`config.mk`:
```
export PLATFORM = sky130hd
export DESIGN_NAME = collision_monitor
export DESIGN_NICKNAME = d
export VERILOG_FILES = /design/src/rtl/collision_monitor.sv
export SDC_FILE = /design/constraint.sdc
export NUM_CORES = 1
export LEC_CHECK = 0
export BUFFER_PORTS_ARGS = -buffer_cell sky130_fd_sc_hd__buf_2
export CORE_AREA = 2 2 209 211
export DETAILED_ROUTE_END_ITERATION = 12
export DIE_AREA = 0 0 211 213
export PLACE_DENSITY = 0.3
export SYNTH_ARGS = -nofsm -noshare
export SYNTH_HDL_FRONTEND = slang
export SYNTH_SLANG_ARGS = --single-unit
```
`constraint.sdc`:
```
create_clock -name clk -period 3.4 [get_ports clk]
set_input_delay 0.34 -clock clk [delete_from_list [all_inputs] [get_ports clk]]
set_output_delay 0.34 -clock clk [all_outputs]
set_load 0.01 [all_outputs]
```
`src/rtl/collision_monitor.sv`:
```
// -----------------------------------------------------------------------------
// collision_monitor
//
// Player/hazard collision monitor for the grid game. The player and hazard
// pixel layers are sampled at the player's cell. A crash is only confirmed
// once the overlap has lasted CONFIRM_CYCLES consecutive clock cycles. The
// block also tracks lives, issues a respawn request and a post-crash grace
// window counted in game ticks, and flags game-over. It is the single source
// of truth for crash, respawn and game-over. Every output is driven straight
// from a flop, so no input reaches an output without passing through a clock
// edge.
//
// Pixel layers are flattened row-major: cell [r][c] is bit r*COLS + c.
//
// Optional feature (macro COLLISION_MONITOR_CRASH_COUNT_EN): adds a saturating
// 8-bit crash counter and the row/column of the most recent confirmed crash.
//
// Ports:
//   clk            in   system clock, rising edge
//   reset_n        in   asynchronous active-low reset
//   start          in   one-cycle (re)start pulse
//   tick           in   one-cycle game-step strobe
//   player_pixels  in   ROWS*COLS player layer
//   hazard_pixels  in   ROWS*COLS hazard layer
//   player_row     in   player row index
//   player_col     in   player column index
//   crash_pulse    out  one cycle per confirmed crash
//   respawn        out  one-cycle request to return to the start cell
//   grace_active   out  high while crashes are ignored
//   game_over      out  high in the OVER state
//   lives_left     out  remaining lives
//   crash_total    out  (optional) saturating crash count
//   last_crash_row out  (optional) row of the last confirmed crash
//   last_crash_col out  (optional) column of the last confirmed crash
// -----------------------------------------------------------------------------
module collision_monitor #(
  parameter int ROWS           = 16,
  parameter int COLS           = 16,
  parameter int LIVES          = 3,
  parameter int CONFIRM_CYCLES = 2,
  parameter int GRACE_TICKS    = 4
) (
  input  logic                        clk,
  input  logic                        reset_n,
  input  logic                        start,
  input  logic                        tick,
  input  logic [ROWS*COLS-1:0]        player_pixels,
  input  logic [ROWS*COLS-1:0]        hazard_pixels,
  input  logic [$clog2(ROWS)-1:0]     player_row,
  input  logic [$clog2(COLS)-1:0]     player_col,
  output logic                        crash_pulse,
  output logic                        respawn,
  output logic                        grace_active,
  output logic                        game_over,
  output logic [$clog2(LIVES+1)-1:0]  lives_left
`ifdef COLLISION_MONITOR_CRASH_COUNT_EN
  ,
  output logic [7:0]                  crash_total,
  output logic [$clog2(ROWS)-1:0]     last_crash_row,
  output logic [$clog2(COLS)-1:0]     last_crash_col
`endif
);

  localparam int RW = $clog2(ROWS);
  localparam int CW = $clog2(COLS);
  localparam int LW = $clog2(LIVES + 1);
  localparam int HW = $clog2(CONFIRM_CYCLES + 1);
  localparam int GW = (GRACE_TICKS > 0) ? $clog2(GRACE_TICKS + 1) : 1;
  localparam int IW = $clog2(ROWS * COLS);

  typedef enum logic [2:0] {
    S_IDLE,
    S_PLAY,
    S_HIT,
    S_GRACE,
    S_OVER
  } state_e;

  state_e          state_q, state_d;
  logic [LW-1:0]   lives_q, lives_d;
  logic [HW-1:0]   hit_cnt_q, hit_cnt_d;
  logic [GW-1:0]   grace_cnt_q, grace_cnt_d;
  logic            hit_q;
  logic            crash_q, crash_d;
  logic            respawn_q, respawn_d;
  logic            grace_active_q;
  logic            game_over_q;

  logic            in_range;
  logic [IW-1:0]   pix_idx;
  logic            raw_hit;
  logic            confirm;

  // Raw overlap at the player's cell. An off-grid position never hits, so the
  // (possibly out-of-range) index is harmless once gated by in_range.
  always_comb begin
    in_range = (int'(player_row) < ROWS) && (int'(player_col) < COLS);
    pix_idx  = IW'(int'(player_row) * COLS + int'(player_col));
    raw_hit  = in_range & player_pixels[pix_idx] & hazard_pixels[pix_idx];
  end

  // The confirming cycle is the CONFIRM_CYCLES-th consecutive registered hit.
  assign confirm = (state_q == S_PLAY) && hit_q &&
                   (hit_cnt_q == HW'(CONFIRM_CYCLES - 1));

  // NOTE: every variable written here gets a default first, so no path can
  // leave a value unassigned and infer a latch.
  always_comb begin
    state_d     = state_q;
    lives_d     = lives_q;
    hit_cnt_d   = '0;
    grace_cnt_d = grace_cnt_q;
    crash_d     = 1'b0;
    respawn_d   = 1'b0;

    if (start) begin
      // A restart wins over anything else happening in the same cycle,
      // including a crash that would otherwise confirm now.
      state_d     = S_PLAY;
      lives_d     = LW'(LIVES);
      grace_cnt_d = '0;
    end else begin
      unique case (state_q)
        S_IDLE: ;
        S_PLAY: begin
          if (confirm) begin
            crash_d = 1'b1;
            lives_d = (lives_q != '0) ? lives_q - 1'b1 : '0;
            state_d = (lives_q <= LW'(1)) ? S_OVER : S_HIT;
          end else if (hit_q) begin
            hit_cnt_d = (hit_cnt_q < HW'(CONFIRM_CYCLES)) ? hit_cnt_q + 1'b1
                                                          : hit_cnt_q;
          end
        end
        S_HIT: begin
          respawn_d   = 1'b1;
          grace_cnt_d = GW'(GRACE_TICKS);
          state_d     = (GRACE_TICKS > 0) ? S_GRACE : S_PLAY;
        end
        S_GRACE: begin
          // hit_q is deliberately ignored; hit_cnt stays 0 so a lingering
          // overlap starts counting afresh once PLAY is re-entered.
          if (tick) begin
            grace_cnt_d = (grace_cnt_q != '0) ? grace_cnt_q - 1'b1 : '0;
            if (grace_cnt_q <= GW'(1)) state_d = S_PLAY;
          end
        end
        S_OVER: ;
        default: state_d = S_IDLE;
      endcase
    end
  end

  // NOTE: sequential state uses non-blocking assignments so every flop samples
  // values from before the edge, independent of statement order.
  always_ff @(posedge clk or negedge reset_n) begin
    if (!reset_n) begin
      state_q        <= S_IDLE;
      lives_q        <= LW'(LIVES);
      hit_cnt_q      <= '0;
      grace_cnt_q    <= '0;
      hit_q          <= 1'b0;
      crash_q        <= 1'b0;
      respawn_q      <= 1'b0;
      grace_active_q <= 1'b0;
      game_over_q    <= 1'b0;
    end else begin
      state_q        <= state_d;
      lives_q        <= lives_d;
      hit_cnt_q      <= hit_cnt_d;
      grace_cnt_q    <= grace_cnt_d;
      hit_q          <= raw_hit;
      crash_q        <= crash_d;
      respawn_q      <= respawn_d;
      // Level outputs are registered from the next state so they line up
      // with the state they describe.
      grace_active_q <= (state_d == S_GRACE);
      game_over_q    <= (state_d == S_OVER);
    end
  end

  assign crash_pulse  = crash_q;
  assign respawn      = respawn_q;
  assign grace_active = grace_active_q;
  assign game_over    = game_over_q;
  assign lives_left   = lives_q;

`ifdef COLLISION_MONITOR_CRASH_COUNT_EN
  // Position registered alongside hit_q, so the latched crash location is the
  // one whose overlap actually confirmed the crash.
  logic [RW-1:0] row_q, last_row_q;
  logic [CW-1:0] col_q, last_col_q;
  logic [7:0]    total_q;

  always_ff @(posedge clk or negedge reset_n) begin
    if (!reset_n) begin
      row_q      <= '0;
      col_q      <= '0;
      last_row_q <= '0;
      last_col_q <= '0;
      total_q    <= '0;
    end else begin
      row_q <= player_row;
      col_q <= player_col;
      if (start) begin
        total_q <= '0;
      end else if (crash_d) begin
        if (total_q != 8'hFF) total_q <= total_q + 8'd1;
        last_row_q <= row_q;
        last_col_q <= col_q;
      end
    end
  end

  assign crash_total    = total_q;
  assign last_crash_row = last_row_q;
  assign last_crash_col = last_col_q;
`else
  // Crash statistics are not built in this configuration.
`endif

endmodule

```
==> flow_metrics.tcl, run 1 <==
set metrics [dict create \
    run_status "finished, final reports clean" \
    worstMarginPinSlew_ps 974 \
    ys_seq_area_frac 0.103 \
    wl_um 35900 \
    cellInternalPower_mw 0.697 \
    final.setup.tns_ps 0 \
    critical_path.max_fanout 91 \
    cts_inserted_buffers 3 \
    number_of_core_rows 76 \
    initial_utilization 0.0860 \
    cts.clk_slew.worst_paths_ps 50 \
    fmax_mhz 381 \
    netSwitchingFraction 0.415 \
    minimum_clock_period_after_layout_ps 2620 \
    clock_latency_on_the_worst_skew_pair_ps 250 \
    vdd.ir_drop.worst_v 0.000168 \
    synth-warning-count 0 \
    htreeDepth 1 \
    detailedPlacementHpwl_um 31900 \
    timing.critical_path.from_type "primary input" \
    p_comb_frac 0.629 \
    clock-skew-final_ps 1.26 \
    post_synth_instance_area_um2 3670 \
    maxSlewHeadroom 0.350 \
    post-cts-setup-buffer-count 0 \
    grt_overflow_total 0 \
    detailedRoute.firstPassIterationCount 4 \
    switchingPower_mw 0.495 \
    grt_start_max_net_pins 92 \
    netlist_instances 598 \
    die_span_in_x_um 211 \
    dr_drc_count 0 \
    core_um2 42700 \
    final_common_cell "sky130_fd_sc_hd__buf_2" \
    groute.usage.overall 0.152 \
    dieHeight_um 213 \
    hold_slack_ps 17.8 \
    crit_path_end_kind "flop" \
    syn_area_per_cell_um2 6.14 \
    layout-area-overhead-vs-synth_pct 90.2 \
    r2r_slack_ps 1980 \
    path_class "in -> reg" \
    power.density_cell_area_nw_per_um2 171 \
    mostFrequentLayoutCells "sky130_fd_sc_hd__buf_2, sky130_fd_sc_hd__nand2_1, sky130_fd_sc_hd__nand3_1" \
    report.final.setup_viol 0 \
    min_path_type "in -> async" \
    io_buffer_count 529 \
    number_of_hold_violations_in_the_final_report 0 \
    grt_setup_unrepaired "false" \
    power_frac_clock 0.200 \
    final_max_slew_viol_count 0 \
    num_vias 6776 \
    antenna_found_initial 19 \
    synthesis.nets 1125 \
    routabilityCongestion 0.811 \
    synth.ff_latch_count 15 \
    die_area_um2 44900 \
    grt_pass1_vias 7166 \
    cp.arrival_ps 2800 \
    power_leakage_nw 3.30 \
    ctsResizeCount 0 \
    netlist-cell-type-count 52 \
    ios 530 \
    yosys_most_used_dff "sky130_fd_sc_hd__dfrtp_1" \
    layout_worst_path_cycle_share 0.771 \
    multi_input_area_um2 2980 \
    route.antenna.remaining_nets 0 \
    ctsLongestPathBuffers 2 \
    cts_hold_repair.buffers 0 \
    final-seq-area_um2 378 \
    nFillCells 5051 \
    critical_path_required_ps 3580 \
    sequentialPowerShare 0.171 \
    wire_length_of_the_first_global_routing_pass_um 48300 \
    layout_nets 1627 \
    final_layout_size_suffix_gt1_frac 0.512 \
    max_cap_violations 0 \
    routedWlPerCell_um 21.7 \
    detail_route.vias_per_cell 4.10 \
    clock-sinks 15 \
    synth_async_sr_flop_share 1.00 \
    tritoncts "done" \
    synth_enable_flop_cells 0 \
    first_iter_violations 258 \
    clock-root-buffer "sky130_fd_sc_hd__clkbuf_16" \
]
## critical path, stage by stage
cell,delay [ps]
sky130_fd_sc_hd__buf_6,550
sky130_fd_sc_hd__buf_4,410
sky130_fd_sc_hd__and3_1,270
sky130_fd_sc_hd__a31oi_1,70
sky130_fd_sc_hd__a221oi_1,590
sky130_fd_sc_hd__o21ai_0,150
sky130_fd_sc_hd__o221ai_1,180
sky130_fd_sc_hd__and3_1,190
## path summary, 6_finish.rpt
path                               startpoint        endpoint  cells after the start
worst min-delay path                  reset_n         respawn                      1
worst max-delay path            player_col[1]           hit_q                      8
min in group clk                        start  grace_cnt_q[0]                      2
max in group asynchronous             reset_n   lives_left[0]                      1
worst min register to register  lives_left[1]   lives_left[1]                      2
worst max register to register     state_q[1]  grace_cnt_q[0]                      5
## Yosys cell counts (6+ instances only)
library cell | n | area [µm²]
sky130_fd_sc_hd__o211ai_1 | 87 | 653
sky130_fd_sc_hd__nand3b_1 | 11 | 82.6
sky130_fd_sc_hd__nor2b_1 | 6 | 37.5
sky130_fd_sc_hd__nand2_1 | 132 | 495
sky130_fd_sc_hd__a31oi_1 | 8 | 50.1
sky130_fd_sc_hd__inv_1 | 11 | 41.3
sky130_fd_sc_hd__nor4_1 | 6 | 37.5
sky130_fd_sc_hd__clkbuf_1 | 9 | 33.8
sky130_fd_sc_hd__dfrtp_1 | 13 | 325
sky130_fd_sc_hd__nand4_1 | 17 | 106
sky130_fd_sc_hd__buf_2 | 25 | 125
sky130_fd_sc_hd__nor2_1 | 12 | 45.0
sky130_fd_sc_hd__buf_4 | 10 | 75.1
sky130_fd_sc_hd__a21oi_1 | 12 | 60.1
sky130_fd_sc_hd__and3_1 | 6 | 37.5
sky130_fd_sc_hd__nand3_1 | 125 | 626
sky130_fd_sc_hd__o21ai_0 | 34 | 170
## routing by layer
metal | up-vias | GRT usage | wire [µm]
met5 | - | 0 | 92
met4 | 14 | 0.0260 | 466
met3 | 38 | 0.0356 | 2460
met2 | 328 | 0.300 | 19200
met1 | 3091 | 0.165 | 13700
li1 | 3305 | - | -
## power by group through the flow
| stage | combinational [mW] | sequential (mW) | clock [mW] |
|---|---|---|---|
| after floorplan | 0.278 | 0.203 | 0 |
| after global placement | 0.774 | 0.207 | 0 |
| after detailed placement | 0.771 | 0.207 | 0 |
| after CTS | 0.774 | 0.204 | 0.248 |
| after global routing | 0.834 | 0.206 | 0.254 |
| final | 0.749 | 0.204 | 0.238 |
## kinds of logic after synthesis
family	synth area share
buffers and inverters	0.0873
AND/OR/NAND/NOR	0.437
multiplexers	0.00920
XOR/XNOR	0.00239
flip-flops	0.103
AO/OA/AOI/OAI	0.351
adder cells (fa/ha/maj)	0.0102
## sequential cells by signal (all words and copies together), names as in the netlist, 2 cells and up
register     flops
grace_cnt_q      3
hit_cnt_q        2
lives_left       2
state_q          3
## per-stage QoR
stage                     total power, mW  worst slack [ps]  utilization  cell area (µm²)  instances
after floorplan                     0.481              1650            -             3670        598
after global placement              0.981               382        0.161             6880       1641
after detailed placement            0.979               401        0.161             6880       1641
after CTS                            1.23               682        0.163             6960       1645
after global routing                 1.29               512        0.163             6970       1650
final                                1.19               778        0.164             6980       1654
## area by class of cell
cell class                 instances  area share
antenna                            9     0.00323
sequential                        15      0.0541
multi-input combinational        524       0.427
clock inverter                     1    0.000717
timing repair buffer             545       0.401
clock buffer                       3      0.0108
tap                              546      0.0978
inverter                          11     0.00591
No activity file was read; power rests on OpenSTA's default activity.
==> inputs of run 2 (changes only) <==
- ABC_AREA: not set -> 1
- CORE_AREA: 2 2 209 211 -> 2 2 203 205
- DIE_AREA: 0 0 211 213 -> 0 0 205 207
- PLACE_DENSITY: 0.3 -> 0.37
- clock period: 3.4 -> 2.6 ns (I/O delays scaled with it)
==> run 2 against run 1 <==
Effect of this change:
- global-route usage is 2.8 points higher
- sequential share of layout area is 1.2 points lower
- highest routed layer unchanged
- setup slack worse by 260 ps
- critical path type unchanged
- sequential power up 26%
- combinational power up 86%
- register-to-register slack lost 870 ps
- count of clock-buffer cells in the layout unchanged
- via count is 43% higher
- non-clock buffer count increased by 27
- first-iteration DRC count rose by 100%
- cell count increased by 35%
==> flow_metrics.tcl, run 2 <==
set metrics [dict create \
    cp.arrival_ps 2260 \
    grt_overflow_total 0 \
    finalNonFillerCells 2236 \
    clock-skew-final_ps 1.17 \
    post-cts-setup-buffer-count 0 \
    synth_enable_flop_cells 0 \
    ys_seq_area_frac 0.0664 \
    final-seq-area_um2 378 \
    synth_async_sr_flop_share 1.00 \
    htreeDepth 1 \
    vdd.ir_drop.worst_v 0.000228 \
    synth_top_area_cell "sky130_fd_sc_hd__nand2_1" \
    power_leakage_nw 5.15 \
    final_max_slew_viol_count 0 \
    mostFrequentLayoutCells "sky130_fd_sc_hd__nand2_1, sky130_fd_sc_hd__buf_2, sky130_fd_sc_hd__nand3_1" \
    critical_path.max_fanout 55 \
    critical_path_required_ps 2780 \
    clock-root-buffer "sky130_fd_sc_hd__clkbuf_16" \
    io_buffer_count 529 \
    max_cap_violations 0 \
    die_span_in_x_um 205 \
    timing.rr.start "state_q[0]" \
    detailedRoute.firstPassIterationCount 5 \
    netlist.area_leader.share 0.363 \
    layout-area-overhead-vs-synth_pct 57.2 \
    hold_slack_ps 303 \
    critical_path.cell_chain "clkbuf_8, inv_6, buf_12, buf_4, nand2_1, nand2_1, nand2_1, nand3_1, nand3_1, nand3_1, nand3_1, nand2_1, nand3_1, nand3_1, nand2_1, inv_1" \
    post_synth_instance_area_um2 5690 \
    maxSlewHeadroom 0.629 \
    cts_inserted_buffers 3 \
    cts.clk_slew.worst_paths_ps 50 \
    critPathMaxStageDelay_ps 280 \
    final_layout_size_suffix_gt1_frac 0.343 \
    largestRegisters "grace_cnt_q x3, state_q x3" \
    netlist_instances 1215 \
    final_core_utilization 0.222 \
    yosys_most_used_dff "sky130_fd_sc_hd__dfrtp_1" \
    initial_utilization 0.141 \
    routabilityCongestion 0.897 \
    crit_path_frequent_cell "sky130_fd_sc_hd__nand3_1" \
    worst_hold_path.num_cells 2 \
    dr_drc_count 0 \
    multi_input_area_um2 4520 \
    dp.cells 2223 \
    minimum_clock_period_after_layout_ps 2080 \
    worstMarginPinSlew_ps 553 \
    nFillCells 4863 \
    num_vias 9711 \
    path_class "in -> reg" \
    power_mw 1.95 \
    layout_worst_path_cycle_share 0.799 \
    detail_route.vias_per_cell 4.34 \
    layout_nets 2224 \
    final_common_cell "sky130_fd_sc_hd__nand2_1" \
    crit_path_end_kind "flop" \
    netlist_top_cells_area "sky130_fd_sc_hd__nand2_1, sky130_fd_sc_hd__nand3_1, sky130_fd_sc_hd__nor2_1, sky130_fd_sc_hd__dfrtp_1, sky130_fd_sc_hd__buf_2" \
    worst_r2r_endpoint "grace_active" \
    ctsLongestPathBuffers 2 \
    synth_commonest_cells "sky130_fd_sc_hd__nand2_1, sky130_fd_sc_hd__nand3_1, sky130_fd_sc_hd__nor2_1" \
    pre_cts_slack_ps 280 \
    die_area_um2 42400 \
    final.setup.tns_ps 0 \
    core_um2 40400 \
    antenna_found_initial 14 \
    detailedPlacementHpwl_um 33500 \
    fmax_mhz 481 \
    min_path_type "in -> reg" \
    ctsResizeCount 0 \
    crit_path_top_delay_cell "sky130_fd_sc_hd__inv_6" \
    clock_latency_on_the_worst_skew_pair_ps 240 \
    post-route-cell-area_um2 8950 \
    netlist-cell-type-count 26 \
    wl_um 40200 \
    groute.usage.overall 0.180 \
    number_of_hold_violations_in_the_final_report 0 \
    report.final.setup_viol 0 \
    syn_area_per_cell_um2 4.69 \
    grt_setup_unrepaired "false" \
    first_iter_violations 519 \
    timing.critical_path.from_type "primary input" \
    worst_r2r_path_depth 7 \
    grt_start_max_net_pins 73 \
    dieHeight_um 207 \
    ios 530 \
    tritoncts "done" \
    r2r_slack_ps 1110 \
    post_dp_cell_area_um2 8840 \
    synth.ff_latch_count 15 \
    wire_length_of_the_first_global_routing_pass_um 58200 \
    clock-sinks 15 \
    timing.hold.worst.start "start" \
    number_of_core_rows 74 \
    timing.final.ws_setup_ps 522 \
    run_status "finished, final reports clean" \
    synthesis.nets 1742 \
    route.antenna.remaining_nets 0 \
    synth-warning-count 0 \
    min_delay_worst_endpoint "game_over" \
    routedWlPerCell_um 18.0 \
    power.density_cell_area_nw_per_um2 218 \
    synthMostInstantiatedCell "sky130_fd_sc_hd__nand2_1" \
    grt_pass1_vias 9917 \
]
## run 2: cells by family after synthesis
kind of cell | count (synthesis) | synth area share
adder cells (fa/ha/maj) | 3 | 0.00659
AO/OA/AOI/OAI | 62 | 0.0593
XOR/XNOR | 1 | 0.00154
buffers and inverters | 145 | 0.139
flip-flops | 15 | 0.0664
AND/OR/NAND/NOR | 989 | 0.727
## run 2: critical path: cells and delay by family
| kind | cells | cell delay (ps) |
|---|---|---|
| simple gates | 11 | 890 |
| buf+inv | 5 | 1010 |
## run 2: worst max path at each step
stage,startpoint,end,slack (ps),depth (start not counted)
6_report,player_col[0],hit_q,520,16
5_1_grt,player_col[0],hit_q,310,16
4_1_cts,player_col[0],hit_q,530,16
3_5_place_dp,player_col[0],hit_q,280,16
3_3_place_gp,player_col[0],hit_q,310,16
2_1_floorplan,player_col[0],hit_q,1120,15
## run 2: timing repair
| item | in CTS | in global routing |
|---|---|---|
| hold endpoints to repair | 13 | 0 |
| setup endpoints to repair | 0 | 0 |
| hold buffers | 1 | 0 |
## run 2: per-layer routing
| metal | share of wire | global-route usage |
|---|---|---|
| met1 | 0.45 | 0.239 |
| met2 | 0.47 | 0.308 |
| met3 | 0.059 | 0.0255 |
| met4 | 0.015 | 0.0375 |
| met5 | 0.00087 | 0 |
## run 2: power by group
part | internal [mW] | switching [mW]
combinational | 0.601 | 0.793
sequential | 0.248 | 0.00899
clock | 0.205 | 0.0904
## run 2: area by class of cell
class                   count  area share
clock inverters             1    0.000559
multi-input cells        1055       0.505
inverters                  50      0.0218
clock buffers               3     0.00839
flip-flops and latches     15      0.0422
repair buffers            572       0.345
diodes                      8     0.00224
well taps                 532      0.0744
==> inputs of run 3 (changes only) <==
- clock period: 2.6 -> 2 ns (I/O delays scaled with it)
==> run 3 against run 2 <==
Effect of this change:
- via count increased by 0.64%
- combinational power grew 35%
- largest cell class unchanged
- sequential cell count did not move
- hold slack worse by 66 ps
- sequential share of layout area is 0.13 points lower
- wire length is 0.36% higher
- critical path type unchanged
- total power grew 35%
==> flow_metrics.tcl, run 3 (synthesis gave the netlist of run 2 again) <==
set metrics [dict create \
    run_status "finished, final reports clean" \
    routabilityCongestion 0.896 \
    final_core_utilization 0.229 \
    detail_route.vias_per_cell 4.32 \
    critical_path.max_fanout 43 \
    worstMarginPinSlew_ps 533 \
    io_buffer_count 529 \
    cts_inserted_buffers 3 \
    maxSlewHeadroom 0.644 \
    clock-sinks 15 \
    grt_start_max_net_pins 67 \
    timing.critical_path.from_type "primary input" \
    cts.clk_slew.worst_paths_ps 60 \
    layout-area-overhead-vs-synth_pct 62.3 \
    grt_overflow_total 0 \
    routedWlPerCell_um 17.8 \
    power.density_cell_area_nw_per_um2 284 \
    cp.arrival_ps 1960 \
    num_vias 9773 \
    detailedRoute.firstPassIterationCount 5 \
    die_area_um2 42400 \
    hold_slack_ps 237 \
    power_mw 2.62 \
    crit_path_frequent_cell "sky130_fd_sc_hd__nand3_1" \
    groute.usage.overall 0.182 \
    final_layout_size_suffix_gt1_frac 0.354 \
    critical_path.cell_chain "buf_4, inv_4, buf_12, buf_12, buf_4, nor2_1, o21ai_0, nand3_1, nand3_1, nand3_1, nand3_1, nand2_1, nand3_1, nand3_1, nand2_1, inv_1" \
    htreeDepth 1 \
    ctsLongestPathBuffers 2 \
    core_um2 40400 \
    dieHeight_um 207 \
    post-cts-setup-buffer-count 0 \
    die_span_in_x_um 205 \
    finalNonFillerCells 2261 \
    worstPathBufferInverterCount 6 \
    layout_nets 2253 \
    number_of_core_rows 74 \
    final_max_slew_viol_count 0 \
    route.antenna.remaining_nets 0 \
    report.final.setup_viol 0 \
    minimum_clock_period_after_layout_ps 1820 \
    critPathMaxStageDelay_ps 220 \
    critical_path_cell_count 16 \
    wire_length_of_the_first_global_routing_pass_um 59200 \
    number_of_hold_violations_in_the_final_report 0 \
    layout_worst_path_cycle_share 0.909 \
    vdd.ir_drop.worst_v 0.000210 \
    grt_setup_unrepaired "false" \
    crit_path_top_delay_cell "sky130_fd_sc_hd__buf_12" \
    ios 530 \
    max_cap_violations 0 \
    timing.final.ws_setup_ps 183 \
    worst_hold_path.num_cells 2 \
    dp.cells 2252 \
    mostFrequentLayoutCells "sky130_fd_sc_hd__nand2_1, sky130_fd_sc_hd__buf_2, sky130_fd_sc_hd__nand3_1" \
    path_class "in -> reg" \
    final_common_cell "sky130_fd_sc_hd__nand2_1" \
    initial_utilization 0.141 \
    detailedPlacementHpwl_um 34000 \
    wl_um 40300 \
    clock-skew-final_ps 4.30 \
    clock-root-buffer "sky130_fd_sc_hd__clkbuf_16" \
    first_iter_violations 548 \
    clock_latency_on_the_worst_skew_pair_ps 250 \
    grt_pass1_vias 9896 \
    pre_cts_slack_ps -62.3 \
    dr_drc_count 0 \
    power_leakage_nw 5.32 \
    largestRegisters "grace_cnt_q x3, state_q x3" \
    critical_path_required_ps 2140 \
    worst_r2r_path_depth 7 \
    fmax_mhz 550 \
    tritoncts "done" \
    antenna_found_initial 8 \
    crit_path_end_kind "flop" \
    min_path_type "in -> reg" \
    critical-path-top-delay-family "buffers and inverters" \
]
-- run 3: cell count changes in the layout (fill, tap and decap cells not counted) --
cell and change:
sky130_fd_sc_hd__buf_12 +5, sky130_fd_sc_hd__buf_16 +1, sky130_fd_sc_hd__inv_6 -1, sky130_fd_sc_hd__buf_4 +23
sky130_fd_sc_hd__diode_2 -4, sky130_fd_sc_hd__inv_8 +1
-- run 3: final timing paths --
| check | slack, ps | start | end |
|---|---|---|---|
| max | 180 | player_col[1] | hit_q |
| min | 240 | start | state_q[2] |
| max reg2reg | 450 | state_q[0] | grace_active |
| min reg2reg | 490 | lives_left[1] | lives_left[0] |
| max in group asynchronous | 1260 | reset_n | lives_left[1] |
| min in group asynchronous | 420 | reset_n | grace_cnt_q[0] |
-- run 3: where the power goes --
part	switching [mW]	total, mW	internal (mW)
logic	1.04	1.88	0.837
clock network	0.145	0.413	0.268
registers	0.0132	0.335	0.322
-- run 3: what timing repair did --
action	CTS	global route
hold buffers	1	0
setup endpoints to repair	0	1
gates resized for setup	0	2
endpoints found under the hold margin	13	0
-- run 3: stage by stage --
step | setup TNS (ps) | area [µm²]
finish | 0 | 9240
global placement | -38.8 | 9130
floorplan | 0 | 5690
CTS | 0 | 9220
detailed placement | -62.3 | 9130
global route | 0 | 9240
-- run 3: per-layer routing --
| layer | part of all wire | global-route usage |
|---|---|---|
| met2 | 0.48 | 0.324 |
| met4 | 0.011 | 0.0233 |
| met1 | 0.45 | 0.243 |
| met3 | 0.054 | 0.0170 |
| met5 | 0.00064 | 0 |
-- run 3: final cells by class --
class / count / area [µm²]
antenna: 4 / 10.0
clock buffer: 3 / 75.1
clock inverter: 1 / 5.00
fill: 4885 / 31100
inverter: 50 / 198
multi-input combinational: 1055 / 4520
sequential: 15 / 378
tap: 532 / 666
timing repair buffer: 601 / 3390
